==> src/rtl/vmem_sched_pkg.sv <==
// Shared types and width helpers for the vector memory port scheduler.
package vmem_sched_pkg;

   typedef enum logic {IDLE = 1'b0, BURST = 1'b1} sched_state_t;

   // Requester index width; a single requester still needs one bit.
   function automatic int unsigned calc_id_w(input int unsigned num_req);
      return (num_req > 1) ? $clog2(num_req) : 1;
   endfunction

   // Credit counter must hold the value MAX_OUTSTANDING itself.
   function automatic int unsigned calc_cred_w(input int unsigned max_out);
      return $clog2(max_out + 1);
   endfunction

endpackage

==> src/rtl/rr_pick.sv <==
// Combinational round-robin picker: first set request at or after ptr, wrapping.
module rr_pick #(
   parameter int unsigned NUM_REQ = 8,
   parameter int unsigned ID_W    = 3
) (
   input  logic [NUM_REQ-1:0] req,
   input  logic [ID_W-1:0]    ptr,
   output logic               any,
   output logic [NUM_REQ-1:0] gnt,
   output logic [ID_W-1:0]    idx
);

   // Bit k of req_rot is requester (ptr + k) mod NUM_REQ.
   logic [NUM_REQ-1:0] req_rot;
   assign req_rot = NUM_REQ'({req, req} >> ptr);

   // Lowest set bit of the rotated vector, mapped back to an absolute index.
   always_comb begin
      int off;
      int sum;
      off = 0;
      for (int k = NUM_REQ - 1; k >= 0; k--) begin
         if (req_rot[k]) off = k;
      end
      any = |req;
      sum = int'(ptr) + off;
      if (sum >= int'(NUM_REQ)) sum = sum - int'(NUM_REQ);
      idx = ID_W'(sum);
      gnt = '0;
      if (any) gnt[idx] = 1'b1;
   end

endmodule

==> src/rtl/vmem_port_scheduler.sv <==
// Shares one memory issue port among NUM_REQ requesters: round-robin grant,
// port locked for a whole burst, in-flight bursts limited by credits.
module vmem_port_scheduler
   import vmem_sched_pkg::*;
#(
   parameter int unsigned NUM_REQ         = 8,
   parameter int unsigned ADDR_W          = 32,
   parameter int unsigned LEN_W           = 4,
   parameter int unsigned MAX_OUTSTANDING = 4,
   localparam int unsigned ID_W           = calc_id_w(NUM_REQ)
) (
   input  logic                      clk,
   input  logic                      reset,
   input  logic [NUM_REQ-1:0]        req_valid,
   input  logic [NUM_REQ*ADDR_W-1:0] req_addr,
   input  logic [NUM_REQ*LEN_W-1:0]  req_len,
   output logic [NUM_REQ-1:0]        req_ready,
   output logic                      mem_valid,
   input  logic                      mem_ready,
   output logic [ADDR_W-1:0]         mem_addr,
   output logic [ID_W-1:0]           mem_id,
   output logic                      mem_last,
   input  logic                      rsp_done,
   output logic                      busy,
   output logic                      err_credit
);

   localparam int unsigned CRED_W = calc_cred_w(MAX_OUTSTANDING);
   localparam logic [CRED_W-1:0] CRED_MAX = CRED_W'(MAX_OUTSTANDING);

   sched_state_t       state_q, state_d;
   logic [ID_W-1:0]    rr_ptr_q, id_q;
   logic [NUM_REQ-1:0] owner_q, req_ready_q;
   logic [CRED_W-1:0]  credits_q, credits_d;
   logic [LEN_W-1:0]   beat_cnt_q, len_q;
   logic [ADDR_W-1:0]  base_q;
   logic               err_credit_q;

   logic               pick_any;
   logic [NUM_REQ-1:0] pick_gnt;
   logic [ID_W-1:0]    pick_idx;
   logic [ADDR_W-1:0]  sel_addr;
   logic [LEN_W-1:0]   sel_len;
   logic               grant, beat_fire, burst_done, err_set;
   logic [ID_W-1:0]    next_ptr;

   rr_pick #(
      .NUM_REQ (NUM_REQ),
      .ID_W    (ID_W)
   ) u_rr_pick (
      .req (req_valid),
      .ptr (rr_ptr_q),
      .any (pick_any),
      .gnt (pick_gnt),
      .idx (pick_idx)
   );

   assign grant      = (state_q == IDLE) && pick_any && (credits_q != '0);
   assign beat_fire  = mem_valid && mem_ready;
   assign burst_done = beat_fire && mem_last;
   assign next_ptr   = (id_q == ID_W'(NUM_REQ - 1)) ? '0 : id_q + ID_W'(1);
   assign busy       = (state_q != IDLE);
   assign req_ready  = req_ready_q;
   assign err_credit = err_credit_q;

   // Mux the winning requester's base address and length.
   always_comb begin
      sel_addr = '0;
      sel_len  = '0;
      for (int i = 0; i < int'(NUM_REQ); i++) begin
         if (pick_idx == ID_W'(i)) begin
            sel_addr = req_addr[i*ADDR_W +: ADDR_W];
            sel_len  = req_len[i*LEN_W +: LEN_W];
         end
      end
   end

   // FSM state register.
   always_ff @(posedge clk or negedge reset) begin
      if (!reset) state_q <= IDLE;
      else        state_q <= state_d;
   end

   // FSM next state: grant opens a burst, the last accepted beat closes it.
   always_comb begin
      state_d = state_q;
      unique case (state_q)
         IDLE:  if (grant)      state_d = BURST;
         BURST: if (burst_done) state_d = IDLE;
      endcase
   end

   // FSM outputs: memory port decoded from registered burst state, zero when idle.
   always_comb begin
      mem_valid = (state_q == BURST);
      mem_id    = mem_valid ? id_q : '0;
      mem_addr  = mem_valid ? base_q + ADDR_W'(beat_cnt_q) : '0;
      mem_last  = mem_valid && (beat_cnt_q == len_q);
   end

   // Credits: completion consumes, rsp_done returns; both together cancel out.
   always_comb begin
      credits_d = credits_q;
      err_set   = 1'b0;
      case ({burst_done, rsp_done})
         2'b10: credits_d = credits_q - CRED_W'(1);
         2'b01: begin
            if (credits_q == CRED_MAX) err_set = 1'b1;
            else                       credits_d = credits_q + CRED_W'(1);
         end
         default: ;
      endcase
   end

   // Burst context, beat counter, round-robin pointer, credits and status flags.
   always_ff @(posedge clk or negedge reset) begin
      if (!reset) begin
         rr_ptr_q     <= '0;
         id_q         <= '0;
         owner_q      <= '0;
         base_q       <= '0;
         len_q        <= '0;
         beat_cnt_q   <= '0;
         req_ready_q  <= '0;
         credits_q    <= CRED_MAX;
         err_credit_q <= 1'b0;
      end else begin
         req_ready_q <= '0;
         credits_q   <= credits_d;
         if (err_set) err_credit_q <= 1'b1;
         if (grant) begin
            id_q       <= pick_idx;
            owner_q    <= pick_gnt;
            base_q     <= sel_addr;
            len_q      <= sel_len;
            beat_cnt_q <= '0;
         end else if (burst_done) begin
            req_ready_q <= owner_q;
            rr_ptr_q    <= next_ptr;
         end else if (beat_fire) begin
            beat_cnt_q <= beat_cnt_q + LEN_W'(1);
         end
      end
   end

endmodule

==> config.mk <==
export PLATFORM = sky130hd
export DESIGN_NAME = vmem_port_scheduler
export DESIGN_NICKNAME = d
export VERILOG_FILES = /design/src/rtl/vmem_sched_pkg.sv /design/src/rtl/rr_pick.sv /design/src/rtl/vmem_port_scheduler.sv
export SDC_FILE = /design/constraint.sdc
export NUM_CORES = 1
export LEC_CHECK = 0
export CAP_MARGIN = 20
export CORE_MARGIN = 8
export CORE_UTILIZATION = 50
export DETAILED_ROUTE_END_ITERATION = 8
export DONT_BUFFER_PORTS = 1
export PLACE_DENSITY = 0.68
export SETUP_SLACK_MARGIN = 0.1
export SLEW_MARGIN = 5
export SYNTH_ARGS = -nofsm -noshare
export SYNTH_HDL_FRONTEND = slang
export SYNTH_SLANG_ARGS = --single-unit
==> constraint.sdc <==
create_clock -name clk -period 11.59 [get_ports clk]
set_input_delay 2.318 -clock clk [delete_from_list [all_inputs] [get_ports clk]]
set_output_delay 2.318 -clock clk [all_outputs]
set_load 0.01 [all_outputs]
# Word level (Yosys, flattened, before mapping)

Index checks and enable logic that the tools add are counted.
Widths: inputs -> output; s select.

Shift-type cells: 1
Eq/ne operators: 14
Muxes and demuxes: 43
Reductions and logical operators: 14
Bitwise logic cells: 2
Add/subtract/negate cells: 7
Order comparisons: 3

Operators with widths:

| operator            | number |
|---|---|
| $mux 32             | 16 |
| $mux 4              | 11 |
| $add 32x4->32       | 1 |
| $add 4x32->32       | 1 |
| $ge 32x5->1 const B | 1 |
| $mux 8              | 3 |
| $eq 3x3->1 const B  | 6 |
| $shr 16x3->8        | 1 |
| $mux 3              | 5 |
| $reduce_or 8->1     | 1 |
| $add 3x1->3 const B | 2 |
| $eq 3x2->1 const B  | 2 |
| $logic_and 1x1->1   | 6 |
| $pmux 3 s2          | 1 |
| $reduce_and 2->1    | 3 |
| $sub 3x1->3 const B | 2 |
| $mux 1              | 5 |
| $add 4x1->4 const B | 1 |
| $eq 4x4->1          | 1 |
| $lt 3x4->1 const B  | 1 |
| $ne 2x2->1 const B  | 2 |
| $reduce_bool 2->1   | 2 |
| $demux 1 s3         | 1 |
| $eq 3x1->1 const B  | 1 |
| 7 further kinds     | 8 |

Register bits after elaboration: 67
Input port bits: 300

# Longest topological paths before layout

Gate-level depths: netlist (run 1).

Depth in word-level cells: 21
Gate-level depth with buffers: 20

# Modules after synthesis

A second synthesis (run 1) with hierarchy kept.

Cell total of the unflattened synthesis: 860
Area total of the unflattened synthesis: 6646.4 sq um

By module, submodules not included:

| module              | area an instance (sq um) | cells an instance | sequential area each (sq um) | times used |
|---|---|---|---|---|
| vmem_port_scheduler | 5879.4                   | 746               | 1677.9                       | 1 |
| rr_pick             | 767.0                    | 114               | 0.0                          | 1 |

# Worst setup path before layout (run 1)

No wires, ideal clock.

Path type: input to register
Start point: in req_valid[0]
End point: reg base_q[3]
Slack: 5.664 ns
Stages on the path: 16
Data arrival time: 5.801 ns
Cells stage by stage: mux2_2 -> mux2i_1 -> o21ai_0 -> a21o_1 -> nand2_1 -> a211oi_1 -> a31o_2 -> ha_1 -> fa_1 -> buf_2 -> buf_1 -> clkbuf_1 -> buf_1 -> o21ai_0 -> mux2_4 -> a221o_1

Longest elaborated chain between the ends: 21

Ends and longest elaborated chain:

| item                                              | RTL line                   | source |
|---|---|---|
| start: declaration                                | vmem_port_scheduler.sv:14  | `input logic [NUM_REQ-1:0] req_valid,` |
| $shr 16x3->8 *                                    | rr_pick.sv:15              | `assign req_rot = NUM_REQ'({req, req} >> ptr);` |
| $mux 3                                            | rr_pick.sv:23              | `if (req_rot[k]) off = k;` |
| $mux 32 (6 in a row)                              | rr_pick.sv:23              |  |
| $mux 32 *                                         | rr_pick.sv:23              |  |
| $add 4x32->32 *                                   | rr_pick.sv:26              | `sum = int'(ptr) + off;` |
| $ge 32x5->1 / $sub 3x1->3 (equally long branches) | rr_pick.sv:27              | `if (sum >= int'(NUM_REQ)) sum = sum - int'(NUM_REQ);` |
| $mux 3 *                                          | rr_pick.sv:27              |  |
| net pick_idx[1]                                   | vmem_port_scheduler.sv:41  | `logic [ID_W-1:0] pick_idx;` |
| $logic_not 3->1                                   | vmem_port_scheduler.sv:71  | `if (pick_idx == ID_W'(i)) begin` |
| $mux 32 (7 in a row)                              | vmem_port_scheduler.sv:71  |  |
| $mux 32 *                                         | vmem_port_scheduler.sv:71  |  |
| end signal: assignment                            | vmem_port_scheduler.sv:134 | `base_q <= sel_addr;` |
| end: declaration                                  | vmem_port_scheduler.sv:36  | `logic [ADDR_W-1:0] base_q;` |

Mark *: on every way through the listed nets, which the timed path passes. The rest lies on a longest branch.
A chain may end at the register's enable or synchronous reset.

# Worst setup path in the final report (run 1)

Start point: in req_valid[1]
End point: reg base_q[28]

Same word-level chain as after synthesis.

==> metrics.cfg, run 1 <==
[run_status]
status=finished clean

[critical_path]
rrSetupSlack_ns=5.85
startpoint_type=primary input
setup.worst_path.end_class=flip-flop
reg2reg_to=base_q[28]
path_class=primary input to flip-flop
r2r_start=rr_ptr_q[1]
r2r_cells=15
path_max_fanout=83
cp.required_ns=11.78
crit_arrival_ns=6.95

[placement]
place_area_um2=7880
dp_hpwl_mm=21.8
routabilityCongestion=0.908
io_buffers=0
post-place-cells=1043

[power_and_ir_drop]
p_sw_mw=1.51
clockPowerShare=0.085
combPwrFrac=0.754
power_mw=2.98
seqPwrFrac=0.160
p_per_area_nw_per_um2=365
ir_worst_vdd_mv=0.427
internal-power_mw=1.48
leakage_nw=3.17
swShare=0.505

[synthesis]
synth_top_area_share=0.208
mappedNetlistArea_um2=7930
async_flop_share=1.00
syn_area_per_cell_um2=8.93
yosys_warnings=0
yosysTopAreaCell=dfrtp_1
ys_ff_latch=67
synth_flop_cell=dfrtp_1
synth_area_leaders=dfrtp_1 (21%), mux2i_1 (12%), mux4_2 (5.1%), mux2_2 (4.3%), o22ai_1 (3.9%)
synth_top_family_by_area=compound AO/OA/AOI/OAI gates
synth-edff-count=0
synthAdderAreaFrac=0.0202
yosysSeqAreaShare=0.212
syn_inst=888
synth_compound_area_frac=0.227
synth_simple_gate_area_share=0.207
synth_xor_xnor_area_share=0.0428
synth_nets=1199
synth_cell_types=81
muxShareOfSynthArea=0.225

[global_route]
gr-usage-all-layers=0.267
grt_overflow=0
first_global_vias=6830
antenna_found_initial=5
grt_pass1_wl_mm=41.7
grt_max_degree=84

[detailed_routing]
drc=0
top_layer_used=met5
met3_length_mm=2.70
first_pass_iters=5
via_count=7155
wl_met1_mm=11.6
viasPerCell=6.73
ant_nets=0
wl_met2_mm=13.5
drt_wl_total_mm=28.2
drt_iter0_drc=721
wl_per_cell_um=26.6

[die]
core_um2=15700
fp.dieH_um=142
die_area_um2=20100
io_pins=347
row_count=46
die_w_um=142
start_util=0.504

[final_layout]
drive_above_1_share=0.166
seqCellArea_um2=1680
layout_common_cells=mux2i_1 (95), nand2_1 (75), dfrtp_1 (66)
final_area_um2=8180
final_cells=1063
fill_cells=1506
nNetsFinal=1150
syn2layout_area_growth_pct=3.16
final_core_util=0.520
final_common_cell=mux2i_1
multi_input_area_um2=5780

[timing]
finalCritPeriodShare=0.583
hold_violations=0
grt_setup_unrepaired=false
fin_worst_skew_ns=0.0102
min_period_ns=6.76
relSlewSlack=0.338
finalMaxSlewViolations=0
worstMarginPinSlew_ns=0.993
fmax_mhz=148
setup-violations-final=0
fin_tns_setup_ns=0

[clock_network]
clk_pin_slew_ns=0.06
cts_max_path_buffers=2
cts_setup_buffers=0
cts_htree_levels=3
root_buffer=clkbuf_16
cts_sinks=67
cts.repair.resized=0
cts_buffers=9
cts_tree=yes
insertion_delay_ns=0.33
hold_buffers=0

[min_path]
hp-start=owner_q[4]
hold_path.class=flip-flop to flip-flop
min_to=owner_q[4]
hold_path_depth=2

[flow_run]
maxCapViolations=0

-- Yosys cell counts, drive strengths merged (4+ instances only) --
cell / number
mux2i: 96
nand2: 75
dfrtp: 66
nor2: 65
o22ai: 51
clkbuf: 47
and2: 40
a21oi: 38
mux2: 35
a221o: 31
and3: 30
o21ai: 30
nor4: 26
o2bb2ai: 26
buf: 25
xnor2: 23
a2bb2oi: 20
mux4: 18
inv: 15
xor2: 14
nand3: 11
nand4: 11
nor3: 9
ha: 8
nor2b: 7
a211oi: 5
a21o: 5
nand3b: 5
or2: 5
a22oi: 4
and4: 4
-- worst max-delay path by stage --
stage / end / depth (start not counted) / start
finish: base_q[28] / 15 / req_valid[1]
global route: base_q[8] / 17 / req_valid[1]
CTS: base_q[24] / 17 / req_valid[1]
detailed placement: base_q[28] / 15 / req_valid[1]
global placement: base_q[8] / 15 / req_valid[0]
floorplan: base_q[3] / 16 / req_valid[0]
-- metal layers --
metal,vias to the layer above,GRT usage
met5,-,0
met4,4,0.0639
met3,34,0.0790
met2,388,0.432
met1,3430,0.342
li1,3299,-
-- cell families (layout without fill, tap and decap cells) --
kind of cell	Yosys count	count (layout)
mux	149	149
fa+ha+maj	11	11
xor+xnor	37	37
compound gates	239	239
flops	67	67
other cells	0	3
buf+inv	88	44
simple gates	297	297
-- power by group through the flow --
| stage | combinational, mW | sequential (mW) | clock (mW) |
|---|---|---|---|
| floorplan | 1.88 | 0.417 | 0 |
| finish | 2.25 | 0.478 | 0.255 |
| CTS | 2.24 | 0.476 | 0.260 |
| detailed placement | 2.23 | 0.480 | 0 |
| global placement | 2.21 | 0.476 | 0 |
| global route | 2.43 | 0.493 | 0.271 |
-- through the flow --
stage / hold slack [ns] / setup slack, ns
final: 0.487 / 4.83
after global routing: 0.522 / 4.52
after CTS: 0.490 / 4.90
after detailed placement: 0.474 / 4.56
after global placement: 0.462 / 4.61
after floorplan: 0.443 / 5.66
-- state kept, by name, indices dropped and copies added (netlist names) --
| name | flops |
|---|---|
| base_q | 32 |
| owner_q | 8 |
| req_ready | 8 |
| beat_cnt_q | 4 |
| len_q | 4 |
| credits_q | 3 |
| id_q | 3 |
| rr_ptr_q | 3 |
| busy | 1 |
| err_credit | 1 |
-- critical path: stages --
cell,delay (ns)
mux2_2,0.26
mux2_2,0.27
o21ai_0,0.16
a21o_1,0.14
nand2_1,0.05
a211oi_1,0.23
a31o_2,0.16
ha_4,0.52
buf_4,0.70
nor2b_4,0.06
buf_4,0.40
and4_2,0.56
a221o_1,0.37
nor4_2,0.51
o22ai_1,0.15
-- layout make-up --
| type | instances | area share |
|---|---|---|
| Inverter | 15 | 0.00689 |
| Sequential cell | 67 | 0.205 |
| Clock buffer | 10 | 0.0280 |
| Multi-Input combinational cell | 733 | 0.707 |
| Timing Repair Buffer | 13 | 0.0129 |
| Antenna cell | 3 | 0.000918 |
| Tap cell | 216 | 0.0331 |
| Clock inverter | 6 | 0.00597 |
No activity file was read; power rests on OpenSTA's default activity.
==> run 2, diff against run 1 <==
Settings changed: PLACE_DENSITY 0.68 to 0.71.
Clock period 11.59 ns to 5.66 ns, I/O delays scaled along.
==> metrics.cfg, run 2 (synthesis gave the netlist of run 1 again) <==
[power_and_ir_drop]
power_mw=6.34
leakage_nw=3.25
ir_worst_vdd_mv=0.725
p_per_area_nw_per_um2=763

[clock_network]
cts_buffers=9
cts_sinks=67
cts.repair.resized=0
cts_htree_levels=3
cts_setup_buffers=0
clk_pin_slew_ns=0.07
insertion_delay_ns=0.34
root_buffer=clkbuf_16
hold_buffers=0
cts_max_path_buffers=2
cts_tree=yes

[run_status]
status=finished clean

[timing]
fin_tns_setup_ns=0
setup-violations-final=0
worstMarginPinSlew_ns=1.03
finalMaxSlewViolations=0
relSlewSlack=0.296
fin_worst_skew_ns=0.0108
holdWs_ns=0.480
hold_violations=0
fmax_mhz=199
min_period_ns=5.03
finalCritPeriodShare=0.888
grt_setup_unrepaired=false

[die]
row_count=46
fp.dieH_um=142
start_util=0.504
die_area_um2=20100
die_w_um=142
io_pins=347
core_um2=15700

[final_layout]
final_core_util=0.529
final_cells=1070
largest_register=base_q
fill_cells=1520
final_common_cell=mux2i_1
syn2layout_area_growth_pct=4.81
layout_common_cells=mux2i_1 (95), nand2_1 (75), dfrtp_1 (66)
n_antenna_cell=0
nNetsFinal=1160
drive_above_1_share=0.177
largest_reg_flops=32

[critical_path]
path_max_fanout=39
cp_common_cell=mux2_2
slowest_stage=dfrtp_1
critPathBufInv=1
cp.required_ns=5.86
cp_cell_sequence=mux2_2 -> mux2_2 -> o21ai_0 -> a21o_1 -> nand2_1 -> a211oi_1 -> a31o_2 -> ha_4 -> buf_4 -> mux2i_1 -> a2bb2oi_1 -> mux2_2 -> o22ai_1 -> a221o_2 -> nor4_1 -> o22ai_1
startpoint_type=flip-flop
path_class=flip-flop to flip-flop
crit_arrival_ns=5.22
critPathMaxStageDelay_ns=0.81
setup.worst_path.end_class=flip-flop
crit_family=compound AO/OA/AOI/OAI gates

[detailed_routing]
via_count=7290
drc=0
viasPerCell=6.81
drt_wl_total_mm=29.8
wl_per_cell_um=27.9
drt_iter0_drc=676
first_pass_iters=5
ant_nets=0

[flow_run]
maxCapViolations=0

[global_route]
grt_overflow=0
grt_pass1_wl_mm=44.4
antenna_found_initial=1
grtUsageMet1=0.355
first_global_vias=7276
grt_max_degree=68
use_met3=0.0840
grt_busiest_layer=met2
gr-usage-all-layers=0.287
met2_usage=0.473

[placement]
routabilityCongestion=0.939
dp_hpwl_mm=22.8
io_buffers=0
post-place-cells=1053

[min_path]
hold_path.class=primary input to asynchronous set/reset pin

==> run 2: metrics by stage <==
step	cell area, um^2	worst slack (ns)
6_report	8310	0.635
5_1_grt	8310	0.291
4_1_cts	8300	0.645
3_5_place_dp	7990	0.518
3_3_place_gp	7990	0.608
2_1_floorplan	7930	0.920
==> run 2: final timing paths <==
check / startpoint / endpoint / cells past startpoint / slack (ns)
min: reset / rr_ptr_q[1] / 0 / 0.48
min in group clk: owner_q[2] / owner_q[2] / 2 / 0.49
max in group asynchronous: reset / credits_q[2] / 0 / 5.00
min reg2reg: owner_q[2] / owner_q[2] / 2 / 0.49
max: rr_ptr_q[1] / base_q[8] / 16 / 0.63
max reg2reg: rr_ptr_q[1] / base_q[8] / 16 / 0.63
==> run 2: power breakdown <==
part | internal [mW] | switching (mW) | leakage, nW
Clock | 0.348 | 0.244 | 0.145
Sequential | 0.689 | 0.297 | 0.818
Combinational | 2.14 | 2.63 | 2.29
==> run 2: per-layer routing <==
metal	wire length, um	share of wire
met1	11800	0.40
met4	595	0.020
met5	9	0.00030
met2	14300	0.48
met3	3120	0.10
==> run 2: area by class of cell <==
type,count,area [um^2],share of cell area
repair buffers,23,214,0.0258
well taps,216,270,0.0325
inverters,15,56.3,0.00678
flip-flops and latches,67,1680,0.202
multi-input cells,733,5780,0.696
clock inverters,7,82.6,0.00994
clock buffers,9,225,0.0271
==> run 3, diff against run 2 <==
Settings changed: CORE_UTILIZATION 50 to 40, PLACE_DENSITY 0.71 to 0.59.
==> metrics.cfg, run 3 (synthesis gave the netlist of run 1 again) <==
[critical_path]
cp.required_ns=5.85
cp_cell_sequence=mux2_2 -> mux2_2 -> o21ai_0 -> a21o_1 -> nand2_1 -> a211oi_1 -> a31o_2 -> ha_4 -> fa_2 -> nor2b_4 -> buf_4 -> o2bb2ai_1 -> a21oi_1 -> o22ai_1 -> a221o_2 -> nor4_1 -> o22ai_1
setup.worst_path.end_class=flip-flop
path_max_fanout=37
critPathMaxStageDelay_ns=0.68
startpoint_type=flip-flop
path_class=flip-flop to flip-flop
slowest_stage=dfrtp_1
crit_arrival_ns=5.00

[clock_network]
cts_sinks=67
cts.repair.resized=0
clk_pin_slew_ns=0.06
hold_buffers=0
cts_htree_levels=3
root_buffer=clkbuf_16
insertion_delay_ns=0.34
cts_tree=yes
cts_buffers=9
cts_max_path_buffers=2
cts_setup_buffers=0

[global_route]
grt_overflow=0
antenna_found_initial=0
grt_pass1_wl_mm=44.9
first_global_vias=7158
gr-usage-all-layers=0.240
grt_max_degree=71

[power_and_ir_drop]
power_mw=6.40
combPwrFrac=0.749
ir_worst_vdd_mv=0.503
swShare=0.497
p_per_area_nw_per_um2=760
clockPowerShare=0.097
leakage_nw=3.30
p_sw_mw=3.19
internal-power_mw=3.22
seqPwrFrac=0.154

[timing]
holdWs_ns=0.483
setup-violations-final=0
hold_violations=0
fin_tns_setup_ns=0
fmax_mhz=208
min_period_ns=4.81
relSlewSlack=0.268
grt_setup_unrepaired=false
fin_worst_skew_ns=0.00833
finalMaxSlewViolations=0
finalCritPeriodShare=0.850
worstMarginPinSlew_ns=1.07

[placement]
place_area_um2=8100
dp_hpwl_mm=24.3
routabilityCongestion=0.868
post-place-cells=1114
io_buffers=0

[final_layout]
layout_common_cells=mux2i_1 (95), nand2_1 (75), dfrtp_1 (66)
largest_reg_flops=32
nNetsFinal=1171
final_area_um2=8420
final_common_cell=mux2i_1
largest_register=base_q
drive_above_1_share=0.185
syn2layout_area_growth_pct=6.28
n_antenna_cell=0
final_cells=1130

[die]
core_um2=19500
start_util=0.407
die_area_um2=24600
fp.dieH_um=157
row_count=51
die_w_um=157
io_pins=347

[min_path]
hold_path.class=primary input to asynchronous set/reset pin

[detailed_routing]
drc=0
first_pass_iters=5
ant_nets=0
viasPerCell=6.41
wl_per_cell_um=27.4
drt_wl_total_mm=31.0
drt_iter0_drc=611
via_count=7238

[flow_run]
maxCapViolations=0

[run_status]
status=finished clean

run 3: worst paths after layout:
check | from | cells past startpoint | slack, ns | endpoint
hold / removal | reset | 0 | 0.48 | err_credit
min in group clk | owner_q[6] | 2 | 0.48 | owner_q[6]
max in group asynchronous | reset | 0 | 5.00 | credits_q[2]
setup / recovery | rr_ptr_q[1] | 17 | 0.85 | base_q[11]
setup reg to reg | rr_ptr_q[1] | 17 | 0.85 | base_q[11]
hold reg to reg | owner_q[6] | 2 | 0.48 | owner_q[6]
run 3: worst max-delay path, delay by kind of cell, from the launching register on:
kind                       cells  cell delay (ns)
AOI/OAI and AO/OA              9             1.64
muxes                          2             0.68
DFF                            1             0.68
adders and majority gates      2             0.62
buffers and inverters          1             0.30
and+or+nand+nor                3             0.72
run 3: power groups by stage:
stage	clock network (mW)	logic (mW)	registers, mW
2_1_floorplan	0	3.86	0.855
3_3_place_gp	0	4.74	0.978
3_5_place_dp	0	4.78	0.985
4_1_cts	0.635	4.80	0.977
5_1_grt	0.653	5.21	1.02
6_report	0.622	4.80	0.983
run 3: per-stage QoR:
step           worst slack, ns  utilization
2_1_floorplan            0.920            -
4_1_cts                  0.898        0.433
3_5_place_dp             0.601        0.416
5_1_grt                  0.574        0.433
6_report                 0.850        0.433
3_3_place_gp             0.615        0.416
run 3: final cells by class:
cell class | count | area [um^2]
Multi-Input combinational cell | 733 | 5780
Fill cell | 1963 | 11000
Clock buffer | 12 | 246
Tap cell | 265 | 332
Clock inverter | 4 | 75.1
Timing Repair Buffer | 34 | 255
Inverter | 15 | 56.3
Sequential cell | 67 | 1680
run 3: routing by layer:
layer	routed length, um	track usage
met5	0	0
met4	551	0.0650
met3	3260	0.0816
met2	14900	0.397
met1	12300	0.291
